===== src/rtl/sum_averager.sv =====
// rtl/sum_averager.sv - windowed averager of upstream sum samples (optional rounding via AVG_ROUND_EN)
module sum_averager #(
  parameter int LOG2_N = 3,
  parameter int IN_W   = 18
) (
  input  logic            clk,
  input  logic            rst,
  input  logic            clear,
  input  logic [IN_W-1:0] in_data,
  input  logic            in_valid,
  output logic            in_ready,
  output logic [IN_W-1:0] out_data,
  output logic            out_valid,
  input  logic            out_ready,
  output logic [7:0]      win_count
);

  // N samples of at most 2^IN_W-1 always fit in IN_W+LOG2_N bits
  localparam int ACC_W = IN_W + LOG2_N;

  localparam logic [0:0] ST_ACC  = 1'b0;
  localparam logic [0:0] ST_HOLD = 1'b1;

  logic [0:0]        state;
  logic [ACC_W-1:0]  acc;
  logic [LOG2_N-1:0] cnt;
  logic [ACC_W-1:0]  sum;
  logic [ACC_W-1:0]  avg_src;
  logic              last_sample;

  assign in_ready    = (state == ST_ACC);
  assign sum         = acc + ACC_W'(in_data);
  assign last_sample = &cnt;

`ifdef AVG_ROUND_EN
  // Adding N/2 cannot overflow: the largest window sum is N*2^IN_W - N,
  // so the rounded value stays below 2^ACC_W.
  localparam logic [ACC_W-1:0] HALF = ACC_W'(1) << (LOG2_N - 1);
  assign avg_src = sum + HALF;
`else
  assign avg_src = sum;
`endif

  // Window accumulation, result hold/handoff and handoff counting
  always_ff @(posedge clk or posedge rst) begin
    if (rst) begin
      state     <= ST_ACC;
      acc       <= '0;
      cnt       <= '0;
      out_data  <= '0;
      out_valid <= 1'b0;
      win_count <= '0;
    end else if (clear) begin
      // Abort beats both a sample and a handoff in the same cycle; the last
      // published value stays on out_data.
      state     <= ST_ACC;
      acc       <= '0;
      cnt       <= '0;
      out_valid <= 1'b0;
    end else if (state == ST_ACC) begin
      if (in_valid) begin
        if (last_sample) begin
          out_data  <= avg_src[ACC_W-1:LOG2_N];
          out_valid <= 1'b1;
          acc       <= '0;
          cnt       <= '0;
          state     <= ST_HOLD;
        end else begin
          acc <= sum;
          cnt <= cnt + LOG2_N'(1);
        end
      end
    end else begin
      // in_ready is low while holding, so no sample is taken in the handoff cycle
      if (out_ready) begin
        out_valid <= 1'b0;
        win_count <= win_count + 8'd1;
        state     <= ST_ACC;
      end
    end
  end

endmodule

===== config.mk =====
export PLATFORM = sky130hd
export DESIGN_NAME = sum_averager
export DESIGN_NICKNAME = d
export VERILOG_FILES = /design/src/rtl/sum_averager.sv
export SDC_FILE = /design/constraint.sdc
export NUM_CORES = 1
export LEC_CHECK = 0
export ABC_AREA = 1
export CAP_MARGIN = 20
export CORE_ASPECT_RATIO = 1.4
export CORE_MARGIN = 3
export CORE_UTILIZATION = 55
export DETAILED_ROUTE_END_ITERATION = 10
export GPL_TIMING_DRIVEN = 1
export PLACE_DENSITY = 0.84
export SKIP_CTS_REPAIR_TIMING = 1
export SYNTH_ARGS = -nofsm -noshare
export SYNTH_HDL_FRONTEND = slang
export SYNTH_SLANG_ARGS = --single-unit

===== constraint.sdc =====
create_clock -name clk -period 2.06 [get_ports clk]
set_input_delay 0.412 -clock clk [delete_from_list [all_inputs] [get_ports clk]]
set_output_delay 0.412 -clock clk [all_outputs]
set_load 0.1 [all_outputs]

==> impl_results.md, run 1 <==
- Syn_nets: ~500
- Vias in the first global route: around 3300
- Placed cell count: around 610
- Remaining antenna violation count: 0
- Max_cap viols: 0
- GR Overflow Total: 0
- CP Capture Type: flop
- Synth top cells by count: nand2_1 (176), inv_1 (55), dfrtp_1 (52)
- Hpwl dp: 6.64 mm
- Post-DR vias/cell: 5.43
- GR Util All Layers: 25.8%
- Most frequent cell after synthesis: nand2_1
- Area Overhead vs Synth: 30.8%
- Final setup fails: 0
- Yosys reg bits: 52
- CTS root buf: clkbuf_8
- Starting Density: between 50 and 60%
- Clock H-tree levels: 2
- VDD IR max: ~0.00049 V
- Iter 0 DRT Violations: 172
- Unrepaired setup endpoints after global routing: yes
- I/O pins: 51
- Skew-Pair Late Insertion Delay: between 0.3 and 0.4 ns
- CTS tree: yes
- P_leak: 0.00245 uW
- CTS clk-pin slew, worst paths: roughly 0.1 ns
- Final Hold Viols: 0
- Critical Path AT: 2.19 ns
- DIE WIDTH: between 70 and 80 um
- Synth area leader: dfrtp_1
- Share of cells above drive strength 1: between 20% and 30%
- Final worst-path cycle share: about 97%
- Initial antenna violation count: 0
- Crit path max-delay cell type: clkdlybuf4s50_1
- Synth Cell Area: 3340 um^2
- Yosys top cell area share: between 30% and 40%
- Max stage delay on crit path: roughly 0.40 ns
- Die height: approximately 98 um
- Final WL: approximately 9 mm
- Synth async-reset ratio: 100%
- Final layout net count: 598
- Via Count: 3379
- Buf+Inv Stages, Crit Path: 3
- Outcome: finished, final reports clean
- Clock skew: 0.00977 ns
- Rel. slew slack: between 60% and 70%
- Multiplexer area fraction after synthesis: 0%
- Worst-case reg-to-reg path depth: 12
- Dpl cell area: slightly above 4000 um^2
- Post-route insts no fill: ~620
- Core Region: about 5700 um^2
- Yosys warning count: 0
- Top cell family by delay on the critical path: simple AND/OR/NAND/NOR gates
- Worst hold slack: approximately 0.43 ns
- Netlist cell types: 32
- Final-report max-slew violation count: 0
- Synth area leaders: dfrtp_1 (39%), nand2_1 (20%), ha_1 (7.9%)
- Fin worst setup slack: between 0.07 and 0.08 ns
- Post-route DRC: 0
- Fmax: 503 MHz
- Primary FF master, synth: dfrtp_1
- Detailed-route wire length per cell: around 15 um
- TritonCTS Buffers: 5
- Mapped Cells: between 400 and 500
- Post-synth EDFFs: 0
- Compound-gate portion of the synthesized area: about 5.7%
- Port buffer count: 50
- Worst slew pin tran: roughly 0.50 ns
- Xor and xnor area share after synthesis: 3.67%
- Pin count of the biggest net entering global routing: 36
- Adder-cell area share of the yosys netlist: 8.47%
- Power Density: approximately 650 nW/um^2
- Max FO, Critical Path: 4
- Drt pass-1 iters: 6
- Min cycle time layout: ~2.0 ns
- Pre-CTS setup slack: -0.398 ns
- First-pass GRT wire length: roughly 15 mm
- CP dominant cell by count: nand2_1
- Crit Path Class: primary input to flop
- CP cell instances: clkdlybuf4s50_1 > ha_1 > nand2_1 > inv_1 > nand2_1 > nand2_1 > nand2_1 > nand3_1 > buf_4 > nor2_1 > nand3b_1 > nand2_1
- Die area: 7060 um^2
- Part of the Yosys area used for sequential elements: just under 40%
- Final Cell Area: around 4400 um^2
- Row Count: 32
- WP data required: around 2.3 ns
- # diodes: 0
- Bufs on Longest Clock Path: 2
- Clock net sink count: 52
- Main combinational cell family by area after synthesis: simple AND/OR/NAND/NOR gates
- Synth Area in Simple Gates: approximately a third
- Critical path launch point type: primary input
- Synthesized area per cell: approximately 7.3 um^2
- Tightest Hold Check Type: primary input to asynchronous set/reset pin
- Levels on crit path: 12
- Final RePlAce weighted congestion: 0.888
flip-flops by register name, summed over array words and instances, names as in the netlist:
signal     count
acc           21
out_data      18
win_count      8
cnt            3
out_valid      1
state          1
final timing paths:
kind | start | end | slack [ns]
worst max-delay path | in_data[5] | out_data[7] | 0.07
worst max register to register | acc[0] | out_data[17] | 0.20
worst min register to register | win_count[7] | win_count[7] | 0.47
max in group asynchronous | rst | acc[4] | 1.09
min in group clk | win_count[7] | win_count[7] | 0.47
worst min-delay path | rst | out_data[14] | 0.43
per-layer routing:
layer / vias up / wire (um) / global-route usage [%]
li1: 1647 / - / -
met1: 1586 / 3580 / 31.5
met2: 122 / 4740 / 45.5
met3: 24 / 427 / 3.09
met4: 0 / 287 / 10.3
met5: - / 0 / 0
logic make-up after synthesis:
family	Yosys count
compound gates	33
xor+xnor	14
fa+ha+maj	22
flops	52
buf+inv	64
simple gates	273
placed cells by master, fill, tap and decap left out, drive strengths merged:
cell           synthesis  layout
ha                    21      21
inv                   58      60
dfrtp                 52      52
nand3                 43      43
a22o                   1       1
o31ai                  1       1
buf                    5      72
clkbuf                 1       5
xnor2                  8       8
a21oi                 12      12
fa                     1       1
o22ai                  1       1
clkdlybuf4s50          0      21
o21ai                 16      16
nor2                  31      31
nand3b                11      11
clkinvlp               0       1
nand4                  4       4
nor3                   5       5
nand2                178     178
nor4                   1       1
o21bai                 1       1
a221oi                 1       1
dlymetal6s2s           0       1
xor2                   6       6
cell type report:
cell class                      instances  area (um^2)
Tap cell                               68         85.1
Clock inverter                          3         25.0
Fill cell                             436         1320
Clock buffer                            5         68.8
Multi-Input combinational cell        342         1880
Sequential cell                        52         1300
Timing Repair Buffer                   94          788
Inverter                               58          218
power breakdown:
group          internal, uW  leakage (uW)  switching, uW
clock                   249     0.0000452            379
sequential             1080      0.000711           42.3
combinational           455       0.00169            636
total                  1790       0.00245           1060
worst reg2reg max path, delay by kind of cell (launching register included):
family	cells	cell delay, ns
adder cells (fa/ha/maj)	2	0.62
AND/OR/NAND/NOR	7	0.53
flip-flops	1	0.38
buffers and inverters	3	0.25
stage by stage:
step	total power, uW	util [%]	setup TNS (ns)
floorplan	1750	-	0
global placement	2120	73.0	-7.18
detailed placement	2150	73.0	-8.57
CTS	2780	74.6	-0.472
global route	3010	76.8	-0.0565
finish	2840	76.8	0
Note: power is estimated with default switching activity, not from simulation.
==> run 2: changes to the inputs <==
--- a/config.mk
+++ b/config.mk
@@ -5,14 +5,14 @@
 export SDC_FILE = /design/constraint.sdc
 export NUM_CORES = 1
 export LEC_CHECK = 0
-export ABC_AREA = 1
+export ABC_AREA = 0
 export CAP_MARGIN = 20
 export CORE_ASPECT_RATIO = 1.4
 export CORE_MARGIN = 3
-export CORE_UTILIZATION = 55
+export CORE_UTILIZATION = 53
 export DETAILED_ROUTE_END_ITERATION = 10
 export GPL_TIMING_DRIVEN = 1
-export PLACE_DENSITY = 0.84
+export PLACE_DENSITY = 0.83
 export SKIP_CTS_REPAIR_TIMING = 1
 export SYNTH_ARGS = -nofsm -noshare
 export SYNTH_HDL_FRONTEND = slang
==> impl_results.md, run 2 <==
- Critical Path AT: 2.41 ns (+0.22 ns)
- Post-DR vias/cell: 5.88 (+8.2%)
- Final-report max-slew violation count: 0 (unchanged)
- FILL cells: 320 (-27%)
- Reg-to-reg setup timing slack: -0.14 ns (-0.34 ns)
- GR Util met2: 42.1% (-3.4 points)
- Area Overhead vs Synth: 48.7%
- Die height: 95.6 um (-2.7%)
- Row Count: 32 (unchanged)
- Crit Path Class: primary input to flop
- Outcome: complete, but fails checks
- Largest regs: acc (21), out_data (18), win_count (8)
- Drt pass-1 iters: 5 (-1)
- Syn_nets: 366 (-27%)
- Port buffer count: 50 (unchanged)
- Final WL: 9.30 mm (+2.9%)
- Core Region: 5530 um^2 (-2.8%)
- WP data required: 2.27 ns (about the same)
- Final worst-path cycle share: 107% (+10 points)
- # diodes: 0 (unchanged)
- Met3 usage: 3.59% (+0.50 points)
- GR Overflow Total: 0 (unchanged)
- Worst hold slack: 0.449 ns (+0.0239 ns)
- First-pass GRT wire length: 12.5 mm (-14%)
- Total power: 3180 uW (+12%)
- Netlist cell types: 50 (+56%)
- DIE WIDTH: 70.0 um (-2.6%)
- Clock skew: 0.00981 ns (+0.0000434 ns)
- Remaining antenna violation count: 0 (unchanged)
- Rel. slew slack: 66.8% (-0.097 points)
- Failing checks: setup timing
- Most frequent cell after synthesis: nand2_1
- GR Util All Layers: 23.3% (-2.5 points)
- Tightest Hold Check Type: primary input to asynchronous set/reset pin
- Synth area leaders: dfrtp_1 (43%), ha_1 (8.6%), nand2_1 (7.0%)
- Skew-Pair Late Insertion Delay: 0.32 ns (about the same)
- Pin count of the biggest net entering global routing: 53 (+47%)
- Max_cap viols: 0 (unchanged)
- Via Count: 2910 (-14%)
- Worst slew pin tran: 0.498 ns (+0.00217 ns)
- Fmax: 455 MHz (-9.6%)
- Power Density: 703 nW/um^2 (+8.0%)
- Post-route DRC: 0 (unchanged)
- Synthesized area per cell: 9.46 um^2 (+30%)
- Die area: 6690 um^2 (-5.2%)
- VDD IR max: 0.000518 V (+4.8%)
- Vias in the first global route: 2754 (-16%)
- Fin worst setup slack: -0.140 ns (-0.212 ns)
- Unrepaired setup endpoints after global routing: yes
- Largest register by flop count: acc
- Initial antenna violation count: 0 (unchanged)
- Synth area leader: dfrtp_1
- I/O pins: 51 (unchanged)
- CTS root buf: clkbuf_8
- Final RePlAce weighted congestion: 0.923 (+3.9%)
- Post-synth EDFFs: 0 (unchanged)
- Primary FF master, synth: dfrtp_1
- Register area: 1300 um^2 (unchanged)
- Yosys top cell area share: 42.8% (+3.9 points)
- Busiest grt layer: met2
- CTS clk-pin slew, worst paths: 0.10 ns (about the same)
- CP Capture Type: flop
- Area of the multi-input gates: 2030 um^2 (+7.7%)
- Synth async-reset ratio: 100% (unchanged)
- Critical path launch point type: primary input
- CTS tree: yes
- Most common cell after layout, fill and taps aside: buf_4
- P_leak: 0.00227 uW (-7.1%)
- Number of flip-flops in the largest register: 21 (unchanged)
- Bufs on Longest Clock Path: 2 (unchanged)
- Share of cells above drive strength 1: 36.3% (+15 points)
- Yosys warning count: 0 (unchanged)
- GR Layer Usage met1: 27.5% (-4.0 points)
- Synth Cell Area: 3040 um^2 (-9.0%)
- Iter 0 DRT Violations: 223 (+30%)
- Hpwl dp: 5.62 mm (-15%)
- Yosys reg bits: 52 (unchanged)
- Final Hold Viols: 0 (unchanged)
- Min cycle time layout: 2.20 ns (+0.212 ns)
- Clock H-tree levels: 2 (unchanged)
- Placed cell count: 480 (-22%)
- Part of the Yosys area used for sequential elements: 42.8% (+3.9 points)
- Most frequent cells in the layout: buf_4 (81), nand2_1 (56), dfrtp_1 (52)
- Final setup fails: 9 (+9)
- Synth top cells by count: nand2_1 (57), dfrtp_1 (52), ha_1 (21)
- Detailed-route wire length per cell: 18.8 um (+29%)
- Post-route insts no fill: 495 (-20%)
- Max FO, Critical Path: 4 (unchanged)
- Mapped Cells: 321 (-30%)
- Clock net sink count: 52 (unchanged)
- Starting Density: 55.0% (-3.8 points)
- TritonCTS Buffers: 5 (unchanged)
- Final layout net count: 471 (-21%)
-- run 2: cell types whose count changed after synthesis, sizes merged, moves of 8 or more --
cell	change
o21ai	+8
clkbuf	+8
xnor2	+9
nand3b	-9
inv	-49
nor2	-13
nand2	-121
a22o	+13
nand3	-36
a21oi	+9
-- run 2: final timing paths --
check,start,to,cells past startpoint
max,in_data[13],out_data[16],11
min,rst,out_data[8],3
max reg2reg,acc[0],acc[18],10
min reg2reg,win_count[7],win_count[7],1
max in group asynchronous,rst,out_data[4],3
min in group clk,win_count[7],win_count[7],1
-- run 2: cells by family (layout without fill, tap and decap cells) --
family,Yosys count,count (layout),synth area share (%)
AO/OA/AOI/OAI,84,84,18.7
XOR/XNOR,22,22,6.34
adder cells (fa/ha/maj),22,22,9.31
buffers and inverters,20,126,2.84
flip-flops,52,52,42.8
multiplexers,6,6,2.14
AND/OR/NAND/NOR,115,115,17.8
-- run 2: layout make-up --
type	count	share of cell area [%]
tap	68	1.88
timing repair buffer	109	21.2
inverter	9	0.748
multi-input combinational	249	44.9
clock buffer	6	1.61
sequential	52	28.8
clock inverter	2	0.859
-- run 2: routing by layer --
| layer | share of wire [%] | up-vias |
|---|---|---|
| met2 | 52 | 111 |
| met1 | 40 | 1403 |
| met4 | 3.6 | 0 |
| met5 | 0 | - |
| met3 | 4.1 | 42 |
| li1 | - | 1354 |
-- run 2: stage by stage --
step	instance area, um^2	util, %	TNS (ns)	setup WS [ns]
5_1_grt	4520	81.7	-2.42	-0.238
3_3_place_gp	3990	72.3	-15.36	-0.627
3_5_place_dp	3990	72.3	-16.17	-0.671
2_1_floorplan	3100	-	0	0.0112
6_report	4520	81.7	-0.788	-0.140
4_1_cts	4100	74.3	-5.78	-0.342
-- run 2: critical path: stages --
cell             delay, ns
clkdlybuf4s50_1       0.50
ha_4                  0.23
a21oi_2               0.18
a21boi_4              0.22
buf_4                 0.13
nor2_1                0.04
o21ai_1               0.14
o31a_1                0.21
buf_4                 0.15
xnor2_2               0.11
o21ai_1               0.07
-- run 2: power by group --
part	internal (uW)	switching [uW]	total, uW
clock network	368	370	738
registers	1080	65.5	1150
logic	648	645	1290
